### config.mk
export PLATFORM = sky130hd
export DESIGN_NAME = led_vu_meter
export DESIGN_NICKNAME = d
export VERILOG_FILES = /design/src/rtl/led_vu_meter.sv
export SDC_FILE = /design/constraint.sdc
export NUM_CORES = 1
export LEC_CHECK = 0
export ABC_AREA = 1
export CAP_MARGIN = 20
export CORE_ASPECT_RATIO = 0.9
export CORE_MARGIN = 4
export CORE_UTILIZATION = 52
export DETAILED_ROUTE_END_ITERATION = 16
export PLACE_DENSITY = 0.75
export SYNTH_ARGS = -nofsm -noshare
export SYNTH_HDL_FRONTEND = slang
export SYNTH_SLANG_ARGS = --single-unit
### constraint.sdc
create_clock -name clk -period 5.9 [get_ports clk]
set_input_delay 1.475 -clock clk [delete_from_list [all_inputs] [get_ports clk]]
set_output_delay 1.475 -clock clk [all_outputs]
set_load 0.005 [all_outputs]
### src/rtl/led_vu_meter.sv
// Stereo VU/peak meter for the 8 board LEDs: instant-attack envelope with exponential
// decay, 6 dB per LED bar and a peak-hold dot that steps down after a hold period.
module led_vu_meter #(
  parameter int unsigned DECAY_SAMPLES = 48,
  parameter int unsigned DECAY_SHIFT   = 4,
  parameter int unsigned PEAK_HOLD     = 24000
) (
  input  logic        clk,
  input  logic        rst_n,
  input  logic        valid,
  input  logic [15:0] lft_out,
  input  logic [15:0] rht_out,
  output logic [7:0]  LED
);

  localparam int unsigned DcntWidth = (DECAY_SAMPLES > 1) ? $clog2(DECAY_SAMPLES) : 1;
  localparam int unsigned HcntWidth = (PEAK_HOLD > 1) ? $clog2(PEAK_HOLD) : 1;
  localparam logic [DcntWidth-1:0] DcntLast = DcntWidth'(DECAY_SAMPLES - 1);
  localparam logic [HcntWidth-1:0] HcntLast = HcntWidth'(PEAK_HOLD - 1);

  logic [14:0]          env_q, env_d;
  logic [DcntWidth-1:0] decay_cnt_q, decay_cnt_d;
  logic [HcntWidth-1:0] hold_cnt_q, hold_cnt_d;
  logic [3:0]           peak_lvl_q, peak_lvl_d;
  logic                 v_d1_q;
  logic [7:0]           led_q, led_d;

  logic [14:0] mag_l, mag_r, mag;
  logic [14:0] decay_step;
  logic [3:0]  lvl;
  logic [7:0]  bar, dot;

  // |x| with -32768 clamped so the result always fits 15 bits.
  function automatic logic [14:0] abs_sat(input logic [15:0] x);
    logic [14:0] neg;
    neg = ~x[14:0] + 15'd1;
    if (!x[15]) begin
      return x[14:0];
    end else if (x[14:0] == 15'd0) begin
      return 15'h7FFF;
    end else begin
      return neg;
    end
  endfunction

  always_comb begin
    mag_l = abs_sat(lft_out);
    mag_r = abs_sat(rht_out);
    mag   = (mag_l > mag_r) ? mag_l : mag_r;
  end

  // Small envelopes would otherwise stall at env>>SHIFT == 0.
  always_comb begin
    decay_step = env_q >> DECAY_SHIFT;
    if (decay_step == 15'd0) begin
      decay_step = 15'd1;
    end
  end

  always_comb begin
    env_d       = env_q;
    decay_cnt_d = decay_cnt_q;
    if (valid) begin
      if (mag > env_q) begin
        env_d = mag;
      end else if ((decay_cnt_q == DcntLast) && (env_q != 15'd0)) begin
        env_d = env_q - decay_step;
      end
      decay_cnt_d = (decay_cnt_q == DcntLast) ? '0 : decay_cnt_q + 1'b1;
    end
  end

  // One LED per 6 dB, starting at 128 full-scale counts.
  always_comb begin
    lvl = 4'd0;
    for (int k = 0; k < 8; k++) begin
      if (env_q >= (15'd1 << (7 + k))) begin
        lvl = lvl + 4'd1;
      end
    end
  end

  always_comb begin
    peak_lvl_d = peak_lvl_q;
    hold_cnt_d = hold_cnt_q;
    led_d      = led_q;
    bar        = 8'hFF >> (4'd8 - lvl);
    dot        = 8'h00;
    if (v_d1_q) begin
      if (lvl >= peak_lvl_q) begin
        peak_lvl_d = lvl;
        hold_cnt_d = '0;
      end else if (hold_cnt_q == HcntLast) begin
        peak_lvl_d = peak_lvl_q - 4'd1;
        hold_cnt_d = '0;
      end else begin
        hold_cnt_d = hold_cnt_q + 1'b1;
      end
      if (peak_lvl_d != 4'd0) begin
        dot = 8'd1 << (peak_lvl_d - 4'd1);
      end
      led_d = bar | dot;
    end
  end

  always_ff @(posedge clk or negedge rst_n) begin
    if (!rst_n) begin
      env_q       <= '0;
      decay_cnt_q <= '0;
      hold_cnt_q  <= '0;
      peak_lvl_q  <= '0;
      v_d1_q      <= 1'b0;
      led_q       <= 8'h00;
    end else begin
      env_q       <= env_d;
      decay_cnt_q <= decay_cnt_d;
      hold_cnt_q  <= hold_cnt_d;
      peak_lvl_q  <= peak_lvl_d;
      v_d1_q      <= valid;
      led_q       <= led_d;
    end
  end

  assign LED = led_q;

endmodule
==> flow_results.org, run 1 <==
** STA
- Max-slew violation count :: 0
- Clock skew :: 0.00581 ns
- Headroom to the max-slew limit came out at about half.
- Setup repair after global routing missed its margin :: true
- On the final layout, the worst hold slack is approximately 0.48 ns.
- Setup violations remaining at the end of the flow were counted as 17.
- The smallest clock period supported by the final layout is computed as ~6.5 ns.
- Least setup slack across all paths after layout :: -0.618 ns
- Final-report hold violation count :: 0
- Part of the cycle the worst path needs :: 110%
- Setup TNS :: -7.87 ns
- Worst-margin pin slew :: 0.767 ns
- Static timing analysis puts the maximum clock frequency at 153 MHz.

** Die
- Die height :: about 110 um
- The die is ~120 um wide.
- The floorplan has 36 rows.
- Number of top-level pins :: 43
- The die covers between 10000 and 15000 sq um.
- Floorplan core area :: approximately 11000 sq um
- Initial cell density of the core :: 53.5%

** Routing
- Via count of the routed design :: approximately 7500
- Vias per inst :: 5.79
- DRC violations left :: 0
- After the first detailed-routing iteration, the DRC count stood at roughly 950.
- Once detail routing completed, the nets flagged for antenna violations numbered 0.
- Routed length per instance :: 17.3 um
- Summed over all layers, the routed wires come to ~22000 um.
- Before antenna repair, the detailed router went through 8 iterations.

** Synthesis
- Number of nets produced by synthesis :: roughly 1000
- Portion of the post-synthesis area used by sequential elements :: 21.1%
- Counting flops with an async set or reset pin after synthesis yields a share of 100%.
- Yosys mapped a number of flops with a built-in enable equal to 0.
- Prevailing post-synth register cell :: dfrtp_1
- The average instance in the mapped netlist occupies approximately 6.4 sq um.
- After synthesis, the netlist uses 42 different library cells.
- Cell Area, Synth :: 5810 sq um
- Synthesis produced 906 cells.
- The synthesized design contains 49 register bits.
- The Yosys step of the flow raised 0 warnings.

** CTS
- The H-tree was split into 2 levels.
- Clock tree synthesis inserted a total of 5 buffers.
- In this run the clock root is driven by a clkbuf_16.
- Sink Count :: between 40 and 50
- CTS tree :: built
- After clock tree synthesis, the clock-pin slew on the worst setup and hold paths is around 0.070 ns.
- Worst skew pair latency :: 0.30 ns
- In this run the deepest clock path goes through 2 buffers.
- Buffers inserted to repair hold after CTS numbered 0.

** Setup path
- Together, buffers and inverters on the worst path number 17.
- The worst register-to-register path ends at LED[0].
- The setup path with the least slack is of type primary input to flop.
- Dominant delay contributor by cell family on the critical path :: buffers and inverters
- Slowest cell on the critical path :: nor3_1
- Of all nets on the critical path, the largest fanout is 5.
- Crit start category :: primary input
- The worst register-to-register path has a setup slack of -0.03 ns.
- WP data required :: roughly 6.1 ns
- The most numerous cell type found on the critical path is buf_4.
- Crit. End Element :: flop
- Crit path arrival time :: around 6.7 ns
- Counting cells, the worst reg-to-reg path comes to 40.
- The startpoint identified for the worst register-to-register timing path is env_q[10].
- In this design, the stage delay of the slowest critical-path cell is approximately 0.37 ns.

** Finish
- The number of antenna diodes in the final layout is 0.
- At the end of the flow, the number of nets in the layout was 1241.
- Counting the fill cells in the layout gives 656.
- Layout cell share with drive strength beyond 1 :: between 30% and 40%
- Compared with the post-synthesis result, the final layout area differs by 54.3%.
- Final Util :: between 80 and 90%
- Leaving out fill and tap cells, the most frequent cell in the layout is nand2_1.
- In the layout the commonest cells are nand2_1, buf_4, inv_1.

** Global routing
- Entering global routing, the biggest net connects 50 pins.
- The number of global-route vias before repair was between 6000 and 7000.
- After global routing the overflow that remains totals 0.
- Across every metal layer, demand over resource in global routing totals 25.8%.
- The number of antenna violations at the first check in global routing came to 0.
- Wire length of the first global-routing pass :: 28000 um

** Placed design
- Pre-CTS setup slack :: -0.681 ns
- Gpl congestion :: 0.883
- Port Buffer Count :: 42
- Detail Placement HPWL :: approximately 12000 um

** Hold path
- Hold path cells :: 2
- Kind of path behind the tightest hold check :: flop to flop
- The worst hold path begins at LED[2].
- The worst hold path terminates at LED[2].

** Run status
- Violations in the final reports :: setup timing
- The flow ran to the end, but the final reports show violations.

** Flow run
- The tool flagged a number of max-cap violations equal to 0.
==> worst min-delay path, cell delays in order, from the launching register on <==
cell	delay, ns
dfrtp_1	0.34
nand2_1	0.05
nand2_1	0.05
==> synth_stat cells (2+ instances only) <==
library cell | number | area share [%]
a211oi_1 | 2 | 0.26
a21o_1 | 2 | 0.26
a21oi_1 | 51 | 4.4
a31oi_1 | 4 | 0.43
and2_1 | 2 | 0.22
buf_2 | 4 | 0.34
buf_6 | 2 | 0.39
clkbuf_1 | 10 | 0.65
clkinv_1 | 4 | 0.26
dfrtp_1 | 49 | 21
ha_1 | 61 | 13
inv_1 | 126 | 8.1
inv_2 | 7 | 0.45
nand2_1 | 217 | 14
nand2_2 | 12 | 1.3
nand2_4 | 5 | 0.97
nand3_1 | 73 | 6.3
nand3_2 | 5 | 0.86
nand3_4 | 3 | 0.90
nand4_1 | 14 | 1.5
nor2_1 | 86 | 5.6
nor2_2 | 3 | 0.32
nor2_4 | 3 | 0.58
nor3_1 | 30 | 2.6
nor3_2 | 3 | 0.52
nor3b_1 | 4 | 0.52
nor4_1 | 6 | 0.65
o211ai_1 | 2 | 0.26
o21a_1 | 6 | 0.77
o21ai_0 | 54 | 4.7
o21ai_1 | 4 | 0.34
o21bai_1 | 2 | 0.26
o22ai_1 | 3 | 0.32
or2_2 | 14 | 1.5
or3_1 | 2 | 0.22
xnor2_1 | 10 | 1.5
xor2_1 | 16 | 2.4
==> per-layer routing <==
metal | routed length (um) | GRT usage (%)
met1 | 8760 | 35.7
met2 | 10700 | 43.5
met3 | 1890 | 3.35
met4 | 1130 | 5.15
met5 | 0 | 0
==> stage by stage <==
| stage | cells | cell area [sq um] |
|---|---|---|
| detailed placement | 1217 | 7420 |
| CTS | 1268 | 8070 |
| floorplan | 906 | 5880 |
| finish | 1297 | 8970 |
| global placement | 1217 | 7420 |
| global route | 1297 | 8970 |
==> cells by family after synthesis <==
logic type	synth area share (%)
and+or+nand+nor	38.9
xor gates and xnor gates	3.92
AOI/OAI and AO/OA	12.1
buffers and inverters	10.5
DFF	21.1
adders and majority gates	13.5
==> state kept, by name, indices dropped and copies added, names as in the netlist <==
signal and cells:
peak_lvl_q 4, decay_cnt_q 6, v_d1_q 1, LED 8
hold_cnt_q 15, env_q 15
==> repair_timing <==
| action | CTS | global route |
|---|---|---|
| buffers inserted | 38 | 30 |
| gates cloned | 5 | 2 |
| endpoints found under the setup margin | 25 | 42 |
| gates resized for setup | 65 | 164 |
| hold endpoints to repair | 0 | 0 |
| pin swaps | 31 | 82 |
==> area by class of cell <==
type                            instances  area [sq um]  area share (%)
Clock buffer                            5           125            1.39
Sequential cell                        49          1230            13.7
Timing Repair inverter                  1          7.51          0.0837
Clock inverter                          3          17.5           0.195
Inverter                              138           548            6.11
Tap cell                              152           190            2.12
Timing Repair Buffer                  246          2120            23.6
Multi-Input combinational cell        703          4740            52.8
==> how the worst max path moves through the flow <==
| stage | to | slack, ns | cells after the start | start |
|---|---|---|---|---|
| 3_5_place_dp | env_q[10] | -0.68 | 36 | lft_out[0] |
| 3_3_place_gp | env_q[4] | -0.45 | 36 | lft_out[0] |
| 5_1_grt | env_q[5] | -0.84 | 40 | lft_out[0] |
| 2_1_floorplan | LED[3] | -0.02 | 42 | env_q[14] |
| 6_report | env_q[6] | -0.62 | 35 | lft_out[2] |
| 4_1_cts | LED[6] | -0.0008 | 42 | env_q[9] |
Power of run 1 is not shown: default switching activity piles up to over one toggle a cycle in this logic, so the estimate is an artifact.
==> inputs of run 2 (changes only) <==
CORE_UTILIZATION = 55   (was 52)
PLACE_DENSITY = 0.79   (was 0.75)
SLEW_MARGIN = 15   (was not set)
==> flow_results.org, run 2 (synthesis results as in run 1) <==
** Die
- The floorplan step defined a die boundary enclosing between 10000 and 15000 sq um.
- 43 I/O pins were placed.
- X dimension of the die :: 116 um
- The total area inside the core boundary comes to 10300 sq um.
- Die height :: roughly 110 um
- Initial cell density of the core :: 56.5%
- Count of standard-cell rows :: 35

** Placed design
- Input and output buffers added on the ports amount to 42.
- Gpl congestion :: between 0.8 and 0.9
- Detail Placement HPWL :: between 10000 and 15000 um
- Before CTS, the worst setup slack after placement is -0.718 ns.

** STA
- In the post-route analysis, the smallest setup slack over all paths is -0.663 ns.
- The worst pin sits at a relative slew slack of 50.7%.
- Max-slew violation count :: 0
- Worst-margin pin slew :: around 0.74 ns
- Summed over all failing endpoints, the final setup total negative slack is -9.20 ns.
- Setup repair after global routing missed its margin :: true
- Final setup viols :: 22
- The final hold violation count came to 0.
- Highest Clock Rate :: around 150 MHz
- In the finished design, the share of the clock period the worst path needs comes to 111%.
- Counting I/O delays and the setup requirement, the final critical path takes between 6 and 7 ns.
- Across the routed clock network, the largest skew measured is about 0.0098 ns.

** Routing
- Via count of the routed design :: 8266
- Summed over all nets, wire length on met2 after detailed routing comes to 12100 um.
- After detailed routing, no signal wire sits above met4.
- Initial DRC Count :: around 1400
- The first TritonRoute pass finished after 9 iterations.
- Vias per inst :: ~6.5
- For this block, wires on met1 add up to 9300 um.
- After detailed routing, the total wire length is between 20000 and 30000 um.
- Amount of wire on met3 after detailed routing :: roughly 3200 um
- After detailed routing, the average wire length per cell comes to about 22 um.
- Once detail routing completed, the nets flagged for antenna violations numbered 0.
- DRC violations left :: 0

** Run status
- Outcome :: finished, violations left
- Violations in the final reports :: setup timing

** Finish
- Final Util :: a little under 90%
- Leaving out fill and tap cells, the most frequent cell in the layout is buf_4.
- Layout cell share with drive strength beyond 1 :: a little under two fifths
- Fill count :: approximately 450
- Compared with the post-synthesis result, the final layout area differs by 55.6%.
- Final layout net count :: approximately 1200
- The top cell types in the final layout, fill and taps aside, are buf_4, nand2_1, inv_1.

** Global routing
- The number of antenna violations at the first check in global routing came to 1.
- GRT Total Usage :: a little under a third
- Wire length of the first global-routing pass :: just over 30000 um
- The total overflow left after global routing is 0.
- Vias in the first global route :: ~7000
- Entering global routing, the biggest net connects 50 pins.

** Setup path
- Along the worst path, the maximum fanout reaches 6.
- The worst setup path is captured at a flop.
- Setup slack of the worst register-to-register path :: -0.19 ns
- WP data required :: 6.12 ns
- The worst setup path is launched from a primary input.
- In this design, the stage delay of the slowest critical-path cell is ~0.4 ns.
- Type of the setup path with the least slack :: primary input to flop
- In this design, the critical path's most frequently occurring cell is buf_4.
- Crit path arrival time :: a little under 7 ns
- Slowest cell on the critical path :: ha_1

** Hold path
- Kind of path behind the tightest hold check :: flop to flop

** CTS
- For this design, the sink count on the clock tree is 49.
- CTS H-tree lvls :: 2
- CTS Buf Count :: 5
- Number of buffers on the longest clock path :: 2
- CTS tree :: built
- Library cell used as clock root buffer :: clkbuf_16
- After clock tree synthesis, the clock-pin slew on the worst setup and hold paths is 0.08 ns.
- Hold_buf cts :: 0
- Clock latency on the worst-skew pair, taken at its later pin, is a little over 0.3 ns.

** Flow run
- Across the run, the number of max-cap violations was 0.
## run 2: final cells by class
class | count | area (sq um) | area share, %
Timing Repair Buffer | 251 | 2090 | 23.1
Tap cell | 129 | 161 | 1.78
Clock buffer | 6 | 139 | 1.54
Multi-Input combinational cell | 703 | 4860 | 53.7
Clock inverter | 2 | 17.5 | 0.194
Antenna cell | 1 | 2.50 | 0.0277
Sequential cell | 49 | 1230 | 13.6
Inverter | 138 | 556 | 6.14
## run 2: worst paths after layout
check                      startpoint        end  depth (start not counted)
max reg2reg                 env_q[10]     LED[3]                         41
min reg2reg                    LED[3]     LED[3]                          2
max in group asynchronous       rst_n  env_q[14]                          2
min in group asynchronous       rst_n  env_q[10]                          2
min                            LED[3]     LED[3]                          2
max                        lft_out[0]   env_q[3]                         37
## run 2: repair_timing
| item | CTS | global route |
|---|---|---|
| cloned | 1 | 0 |
| endpoints found under the setup margin | 23 | 42 |
| pin swaps | 47 | 96 |
| resized for setup | 78 | 183 |
| buffers inserted | 53 | 25 |
## run 2: per-stage QoR
stage,std cells,area (sq um),hold slack (ns)
finish,1279,9040,0.473
CTS,1258,8150,0.474
floorplan,906,5880,0.468
detailed placement,1196,7390,0.464
global placement,1196,7390,0.462
global route,1278,9040,0.489
## run 2: worst max-delay path: cells and delay by family
kind / cells / cell delay [ns]
AND/OR/NAND/NOR: 15 / 2.19
adder cells (fa/ha/maj): 3 / 0.74
AO/OA/AOI/OAI: 7 / 0.97
buffers and inverters: 12 / 1.39
## run 2: metal layers
metal	vias up	track usage [%]
li1	3448	-
met1	3685	38.7
met2	807	53.5
met3	326	4.59
met4	0	7.37
met5	-	0
Power of run 2 is left out for the same reason.
